--- src/rtl/bit32_1to2demux_buf.sv ---
// Buffered 32-bit 1-to-2 demux: one input stream routed by sel into two independent output FIFOs.
// Optional per-output delivery counters (out1_cnt/out2_cnt) when BIT32_DEMUX_CNT_EN is defined.
module bit32_1to2demux_buf #(
  parameter int DEPTH = 2
) (
  input  logic        clk,
  input  logic        reset,
  input  logic        in_valid,
  output logic        in_ready,
  input  logic [31:0] in_data,
  input  logic        sel,
  output logic        out1_valid,
  input  logic        out1_ready,
  output logic [31:0] out1_data,
  output logic        out2_valid,
  input  logic        out2_ready,
  output logic [31:0] out2_data
`ifdef BIT32_DEMUX_CNT_EN
  ,
  output logic [15:0] out1_cnt,
  output logic [15:0] out2_cnt
`endif
);

  localparam int DATA_W = 32;
  localparam int AW = $clog2(DEPTH);
  localparam logic [AW:0] FULL_CNT = (AW+1)'(DEPTH);

  logic [DATA_W-1:0] mem1 [DEPTH];
  logic [DATA_W-1:0] mem2 [DEPTH];
  logic [AW-1:0]     wr1, rd1, wr2, rd2;
  logic [AW:0]       cnt1, cnt2;
  logic              full1, full2;
  logic              push1, push2, pop1, pop2;

  // Occupancy update: simultaneous push and pop leaves the count unchanged.
  function automatic logic [AW:0] cnt_next(input logic [AW:0] cnt,
                                           input logic push, input logic pop);
    logic [AW:0] r;
    r = cnt;
    if (push && !pop) r = cnt + 1'b1;
    else if (!push && pop) r = cnt - 1'b1;
    return r;
  endfunction

  assign full1 = (cnt1 == FULL_CNT);
  assign full2 = (cnt2 == FULL_CNT);

  // Full is judged on the registered count, so a pop in the same cycle cannot free a slot.
  assign in_ready   = sel ? !full2 : !full1;
  assign push1      = in_valid && in_ready && !sel;
  assign push2      = in_valid && in_ready &&  sel;

  assign out1_valid = (cnt1 != '0);
  assign out2_valid = (cnt2 != '0);
  assign out1_data  = mem1[rd1];
  assign out2_data  = mem2[rd2];
  assign pop1       = out1_valid && out1_ready;
  assign pop2       = out2_valid && out2_ready;

  always_ff @(posedge clk) begin
    if (reset) begin
      wr1  <= '0;
      rd1  <= '0;
      cnt1 <= '0;
      for (int i = 0; i < DEPTH; i++) mem1[i] <= '0;
    end else begin
      if (push1) begin
        mem1[wr1] <= in_data;
        wr1       <= wr1 + 1'b1;
      end
      if (pop1) rd1 <= rd1 + 1'b1;
      cnt1 <= cnt_next(cnt1, push1, pop1);
    end
  end

  always_ff @(posedge clk) begin
    if (reset) begin
      wr2  <= '0;
      rd2  <= '0;
      cnt2 <= '0;
      for (int i = 0; i < DEPTH; i++) mem2[i] <= '0;
    end else begin
      if (push2) begin
        mem2[wr2] <= in_data;
        wr2       <= wr2 + 1'b1;
      end
      if (pop2) rd2 <= rd2 + 1'b1;
      cnt2 <= cnt_next(cnt2, push2, pop2);
    end
  end

`ifdef BIT32_DEMUX_CNT_EN
  // Delivery counters wrap naturally at 16 bits.
  always_ff @(posedge clk) begin
    if (reset) begin
      out1_cnt <= '0;
      out2_cnt <= '0;
    end else begin
      if (pop1) out1_cnt <= out1_cnt + 16'd1;
      if (pop2) out2_cnt <= out2_cnt + 16'd1;
    end
  end
`endif

endmodule

--- config.mk ---
export PLATFORM = sky130hd
export DESIGN_NAME = bit32_1to2demux_buf
export DESIGN_NICKNAME = d
export VERILOG_FILES = /design/src/rtl/bit32_1to2demux_buf.sv
export SDC_FILE = /design/constraint.sdc
export NUM_CORES = 1
export LEC_CHECK = 0
export CORE_UTILIZATION = 27
export DETAILED_ROUTE_END_ITERATION = 10
export PLACE_DENSITY = 0.56
export SLEW_MARGIN = 30
export SYNTH_ARGS = -nofsm -noshare
export SYNTH_HDL_FRONTEND = slang
export SYNTH_SLANG_ARGS = --single-unit
--- constraint.sdc ---
create_clock -name clk -period 5.2 [get_ports clk]
set_input_delay 0.78 -clock clk [delete_from_list [all_inputs] [get_ports clk]]
set_output_delay 0.78 -clock clk [all_outputs]
set_load 0.02 [all_outputs]
==> qor.txt, run 1 <==
====================================================================================================
Outcome                                                                                 finished clean
P&R area growth vs syn                                                                         33.6%
Initial antenna violation count                                                                    1
Total power divided by cell area                                                         455 mW/mm^2
Post-cts hold buffer count                                                                         0
Top cells by area in the synthesized netlist                                            edfxtp_1 64%, and2_1 13%, mux2_2 11%
Initial drt markers                                                                              142
Cell taking the most area after synthesis                                                   edfxtp_1
# diodes                                                                                           0
Type of the most critical hold path                                                       reg -> reg
Final hold violation count                                                                         0
Overall overflow remaining after global route                                                      0
Die span in y                                                                                 151 um
Count of clock tree sinks                                                                        138
Peak clock frequency supported by timing                                                     315 MHz
Count of filler cells inserted in the layout                                                    2070
Arrival @ worst endpoint                                                                     2400 ps
Number of primary I/O pins                                                                       105
Via count of the first global-routing pass                                                      3547
Clock tree from TritonCTS                                                                      built
Maximum number of pins on one net before global-route repair                                      34
Initial standard-cell utilization of the core                                                  27.5%
Vias                                                                                            3371
Area of the mapped netlist                                                              0.00600 mm^2
Total clock buffers created by CTS                                                                17
Setup violators final                                                                              0
Mean area per synthesized cell                                                             15.0 um^2
Final Core Density                                                                             36.7%
Seq cells post-synth                                                                             138
Wire length of the first global-routing pass                                                19800 um
Post-CTS Repair Setup Buffers                                                                      0
Antenna-violating nets left                                                                        0
Buffer depth of the longest clock path                                                             2
Worst-case clock skew                                                                        6.78 ps
Area of the core region                                                                  0.0218 mm^2
Number of library cell types mapped by synthesis                                                  27
Cell at the root of the clock tree                                                         clkbuf_16
Pre-antenna DRT Iters                                                                              4
Total GRT Usage                                                                                12.1%
Site Rows                                                                                         54
Net count of the finished layout                                                                 548
Depth of the CTS H-tree                                                                            4
Startpoint type of the worst setup path                                                   input port
Via density                                                                                     4.21
Relative slew margins                                                                          40.2%
Largest vdd supply drop                                                                     0.309 mV
CTS resizes                                                                                        0
Die footprint                                                                            0.0228 mm^2
Routed wire length                                                                          12900 um
Type of element capturing the critical path                                              output port
Final cycle utilization of the critical path                                                   61.1%
Port Buffer Count                                                                                104
Total Negative Setup Slacks                                                                     0 ps
DRC viols                                                                                          0
Final RePlAce weighted congestion                                                              0.687
Clock-pin slew reported for the worst setup and hold paths after clock tree synthesis          60 ps
Ratio of cells with drive above 1 in the final layout                                          19.8%
Max-cap violations                                                                                 0
Clock insertion delay at the later pin of the skew report                                     410 ps
Required time at the worst-slack endpoint                                                    4420 ps
Slew Limit Fails                                                                                   0
Leakage power figure                                                                      0.00297 uW
Shortest clock period the worst path allows after layout                                     3180 ps
Critical path fanouts, max                                                                         5
Post-synth net total                                                                             440
Share of Yosys cell area claimed by the top area cell type                                     64.1%
Worst Max-Slew Pin Slew                                                                       898 ps
Warnings, synthesis                                                                                0
Smallest hold slack                                                                           509 ps
Share of the yosys chip area belonging to registers                                            67.4%
RSZ-0062 raised after global routing                                                           false
Average wire per standard cell                                                               16.1 um
Horizontal die dimension                                                                      151 um
Total half-perimeter wirelength after legalization and detailed placement                    8430 um
Post-synthesis cell count                                                                        400
Worst setup path class                                                                     in -> out
====================================================================================================
==> area by class of cell <==
type / instances / area (um^2) / area share (%)
sequential: 138 / 4050 / 50.5
multi-input combinational: 235 / 1880 / 23.5
timing repair buffer: 110 / 1130 / 14.1
clock buffer: 18 / 429 / 5.36
tap: 280 / 350 / 4.37
clock inverter: 14 / 154 / 1.92
inverter: 6 / 22.5 / 0.281
==> cells by family after synthesis <==
| family | count (synthesis) | synth area share [%] |
|---|---|---|
| AOI/OAI and AO/OA | 12 | 1.17 |
| adders and majority gates | 2 | 0.417 |
| buffers and inverters | 27 | 2.00 |
| xor gates and xnor gates | 6 | 0.876 |
| DFF | 138 | 67.4 |
| muxes | 65 | 12.2 |
| and+or+nand+nor | 150 | 16.0 |
==> worst paths after layout <==
path / slack, ps / endpoint / start / depth (start not counted)
worst min-delay path: 510 / rd1 / rd1 / 2
worst max-delay path: 2020 / in_ready / sel / 4
worst max register to register: 2940 / mem1[0][7] / cnt1[0] / 3
worst min register to register: 510 / rd1 / rd1 / 2
==> report_power, final <==
group | internal, uW | total (uW) | leakage, uW | switching (uW)
registers | 1350 | 1480 | 0.00142 | 124
logic | 510 | 978 | 0.00126 | 468
clock network | 747 | 1190 | 0.000284 | 442
==> synthesized netlist by cell type <==
| cell | count |
|---|---|
| a21oi_1 | 2 |
| buf_2 | 12 |
| nand2_1 | 2 |
| nor4_4 | 2 |
| mux2i_1 | 1 |
| nor2b_1 | 2 |
| edfxtp_1 | 128 |
| nor4_2 | 2 |
| and2_1 | 127 |
| or3_1 | 3 |
| xor2_1 | 6 |
| inv_1 | 4 |
| o21ai_0 | 6 |
| mux2_2 | 56 |
| o21bai_1 | 1 |
| a21o_1 | 3 |
| nor3_1 | 1 |
| nor4_1 | 1 |
| nor2_1 | 7 |
| ha_1 | 2 |
| dfxtp_1 | 10 |
| mux2_1 | 8 |
| clkbuf_1 | 6 |
| nand2b_1 | 1 |
| or2_2 | 2 |
| inv_2 | 2 |
| clkbuf_2 | 3 |
==> stage by stage <==
| stage | cells | area (um^2) | total power [uW] | setup WS (ps) |
|---|---|---|---|---|
| finish | 801 | 8010 | 3640 | 2020 |
| global route | 801 | 8010 | 3820 | 1930 |
| CTS | 801 | 8010 | 3700 | 1990 |
| detailed placement | 769 | 7420 | 2500 | 1960 |
| global placement | 767 | 7370 | 2470 | 1850 |
| floorplan | 400 | 6000 | 2030 | 1190 |
==> state kept, by name (all words and copies together) (netlist names), named ones only <==
register and cells:
cnt1 2, cnt2 2, mem1 64, mem2 64, rd1 1, rd2 1
wr1 1, wr2 1
==> layout by cell type (no fill, tap or decap), types with 3 or more instances in the layout <==
| cell | Yosys | routed |
|---|---|---|
| and2_1 | 127 | 127 |
| o21ai_0 | 6 | 4 |
| or3_1 | 3 | 3 |
| mux2_2 | 56 | 56 |
| inv_1 | 4 | 4 |
| buf_4 | 0 | 4 |
| bufinv_16 | 0 | 3 |
| nor2_1 | 7 | 7 |
| xor2_1 | 6 | 6 |
| clkinv_2 | 0 | 3 |
| mux2_1 | 8 | 8 |
| nor4_4 | 2 | 4 |
| clkbuf_16 | 0 | 17 |
| clkdlybuf4s50_1 | 0 | 104 |
| edfxtp_1 | 128 | 128 |
| clkinv_1 | 0 | 4 |
| dfxtp_1 | 10 | 8 |
==> worst max-delay path, stage by stage <==
cell and delay, ps:
clkdlybuf4s50_1 540, inv_2 210, mux2i_1 230, clkdlybuf4s50_1 630
==> layer usage <==
layer  wire length [um]  GRT usage, %  vias up
met5                 11             0        -
met4                136          3.60        2
met3                665          4.04       11
met2               6430          20.1       72
met1               5690          14.7     1652
li1                   -             -     1634
(Power assumes the default switching activity.)
==> run 2: changes to the inputs <==
==> constraint.sdc (replaced) <==
create_clock -name clk -period 3 [get_ports clk]
set_input_delay 0.45 -clock clk [delete_from_list [all_inputs] [get_ports clk]]
set_output_delay 0.45 -clock clk [all_outputs]
set_load 0.02 [all_outputs]
==> run 2 against run 1 <==
  * Clock-buffer cell count rose by 1
  * Clock power grew 74%
  * Critical endpoint is now out1_data[24]
  * Highest routed layer is now met4
  * Sequential power rose by 66%
  * Global-route usage grew 0.18 points
  * First-iteration DRC count down 34%
  * Via count grew 0.92%
==> qor.txt, run 2 (synthesis gave the netlist of run 1 again) <==
====================================================================================================
Setup violators final                                                                              0   unchanged
Count of clock tree sinks                                                                        138   unchanged
Via density                                                                                     4.21   about the same
Worst setup path class                                                                    reg -> out
Non-Filler Cell Area, Final                                                             0.00807 mm^2   +0.77%
Peak clock frequency supported by timing                                                     378 MHz
Arrival @ worst endpoint                                                                     2190 ps   -210 ps
Vias                                                                                            3402   +0.92%
Type of the most critical hold path                                                       reg -> reg
Largest vdd supply drop                                                                     0.395 mV   +28%
Final hold violation count                                                                         0   unchanged
Final cycle utilization of the critical path                                                   88.1%
Horizontal die dimension                                                                      151 um   unchanged
Relative slew margins                                                                          61.2%   +21 points
Average wire per standard cell                                                               16.0 um   -1.1%
Most common library cell in the layout ignoring fill and taps                               edfxtp_1
Die span in y                                                                                 151 um   unchanged
Cell at the root of the clock tree                                                         clkbuf_16
Leakage power figure                                                                      0.00300 uW   +1.0%
Antenna-violating nets left                                                                        0   unchanged
Overall overflow remaining after global route                                                      0   unchanged
Flop pwr share                                                                                 38.5%   -2.0 points
Switching component of the power                                                             1810 uW   +75%
Clock insertion delay at the later pin of the skew report                                     410 ps   about the same
Critical path fanouts, max                                                                        12   +7
Site Rows                                                                                         54   unchanged
Ratio of cells with drive above 1 in the final layout                                          20.8%   +1.1 points
Initial drt markers                                                                               94   -34%
Post-cts hold buffer count                                                                         0   unchanged
Worst Max-Slew Pin Slew                                                                       581 ps   -317 ps
Clock-pin slew reported for the worst setup and hold paths after clock tree synthesis          60 ps   about the same
Top flop regs                                                                           mem1: 64 flops, mem2: 64 flops
Slew Limit Fails                                                                                   0   unchanged
Startpoint type of the worst setup path                                                    flip-flop
Port Buffer Count                                                                                104   unchanged
Worst-case clock skew                                                                        11.0 ps   +4.23 ps
Pre-antenna DRT Iters                                                                              4   unchanged
Final RePlAce weighted congestion                                                              0.769   +12%
Total clock buffers created by CTS                                                                17   unchanged
Routed wire length                                                                          12900 um   -0.15%
Via count of the first global-routing pass                                                      3610   +1.8%
Wire length of the first global-routing pass                                                19900 um   +0.73%
P&R area growth vs syn                                                                         34.6%
RSZ-0062 raised after global routing                                                           false
DRC viols                                                                                          0   unchanged
Placed standard-cell area                                                               0.00749 mm^2   +0.84%
Depth of the CTS H-tree                                                                            4   unchanged
Number of primary I/O pins                                                                       105   unchanged
Post-CTS Repair Setup Buffers                                                                      0   unchanged
Type of element capturing the critical path                                              output port
Clock tree from TritonCTS                                                                      built
Internal portion of total power                                                              4560 uW   +75%
Net count of the finished layout                                                                 555   +1.3%
Initial antenna violation count                                                                    0   -1
Total Negative Setup Slacks                                                                     0 ps   unchanged
Max-cap violations                                                                                 0   unchanged
Initial standard-cell utilization of the core                                                  27.5%   unchanged
Area of the core region                                                                  0.0218 mm^2   unchanged
Required time at the worst-slack endpoint                                                    2550 ps   -1870 ps
Most frequent cells in the layout                                                       128 x edfxtp_1, 127 x and2_1, 104 x clkdlybuf4s50_1
Die footprint                                                                            0.0228 mm^2   unchanged
Buffer depth of the longest clock path                                                             2   unchanged
Count of filler cells inserted in the layout                                                    2050   -0.97%
Logic gate share of total power                                                                29.1%   +2.3 points
Shortest clock period the worst path allows after layout                                     2640 ps
Switching part of the total                                                                    28.5%   +0.088 points
CTS resizes                                                                                        0   unchanged
Portion of total power attributed to the clock network                                         32.4%   -0.2 points
Total half-perimeter wirelength after legalization and detailed placement                    8190 um   -2.9%
Total GRT Usage                                                                                12.2%   +0.18 points
Outcome                                                                                 finished clean
Total power divided by cell area                                                         789 mW/mm^2   +74%
Maximum number of pins on one net before global-route repair                                      34   unchanged
====================================================================================================
-- run 2: cell count changes in the layout (fill, tap and decap cells not counted), sizes merged --
cell / previous run / this run
diode: 0 / 1
clkinv: 9 / 8
inv: 7 / 6
buf: 6 / 13
clkbuf: 18 / 19
clkinvlp: 1 / 2
-- run 2: path summary, 6_finish.rpt --
check | startpoint | endpoint | slack (ps) | depth (start not counted)
setup / recovery | flip-flop | out1_data[24] | 360 | 3
hold / removal | rd1 | rd1 | 520 | 2
setup reg to reg | cnt2[1] | cnt2[1] | 790 | 6
hold reg to reg | rd1 | rd1 | 520 | 2
-- run 2: layer usage --
metal | track usage, % | vias up | routed length, um
li1 | - | 1646 | -
met1 | 14.6 | 1674 | 5800
met2 | 20.6 | 73 | 6270
met3 | 4.19 | 9 | 694
met4 | 3.90 | 0 | 144
met5 | 0 | - | 0
-- run 2: power by group through the flow --
stage | sequential [uW] | combinational [uW] | clock [uW]
final | 2450 | 1850 | 2070
after global routing | 2480 | 1990 | 2180
after CTS | 2460 | 1890 | 2130
after detailed placement | 2490 | 1880 | 0
after global placement | 2480 | 1860 | 0
after floorplan | 2440 | 1070 | 0
-- run 2: critical path: stages, from the launching register on --
cell	delay (ps)
dfxtp_2	530
buf_4	310
mux2_2	380
clkdlybuf4s50_1	550
-- run 2: cell type report --
class                      instances  area [um^2]  share of cell area, %
sequential                       138         4050                   50.1
multi-input combinational        235         1880                   23.3
timing repair buffer             117         1190                   14.7
clock buffer                      19          433                   5.36
tap                              280          350                   4.34
clock inverter                    13          153                   1.89
inverter                           6         22.5                  0.279
antenna                            1         2.50                 0.0310
-- run 2: per-stage QoR --
step                worst slack, ps  instances  utilization [%]  power (uW)  hold WS [ps]
finish                          357        809             37.0        6370           515
detailed placement              301        776             34.3        4370           501
CTS                             285        808             37.0        6470           511
floorplan                      -684        400                -        3520           472
global placement                351        776             34.3        4340           484
global route                    259        808             37.0        6660           563
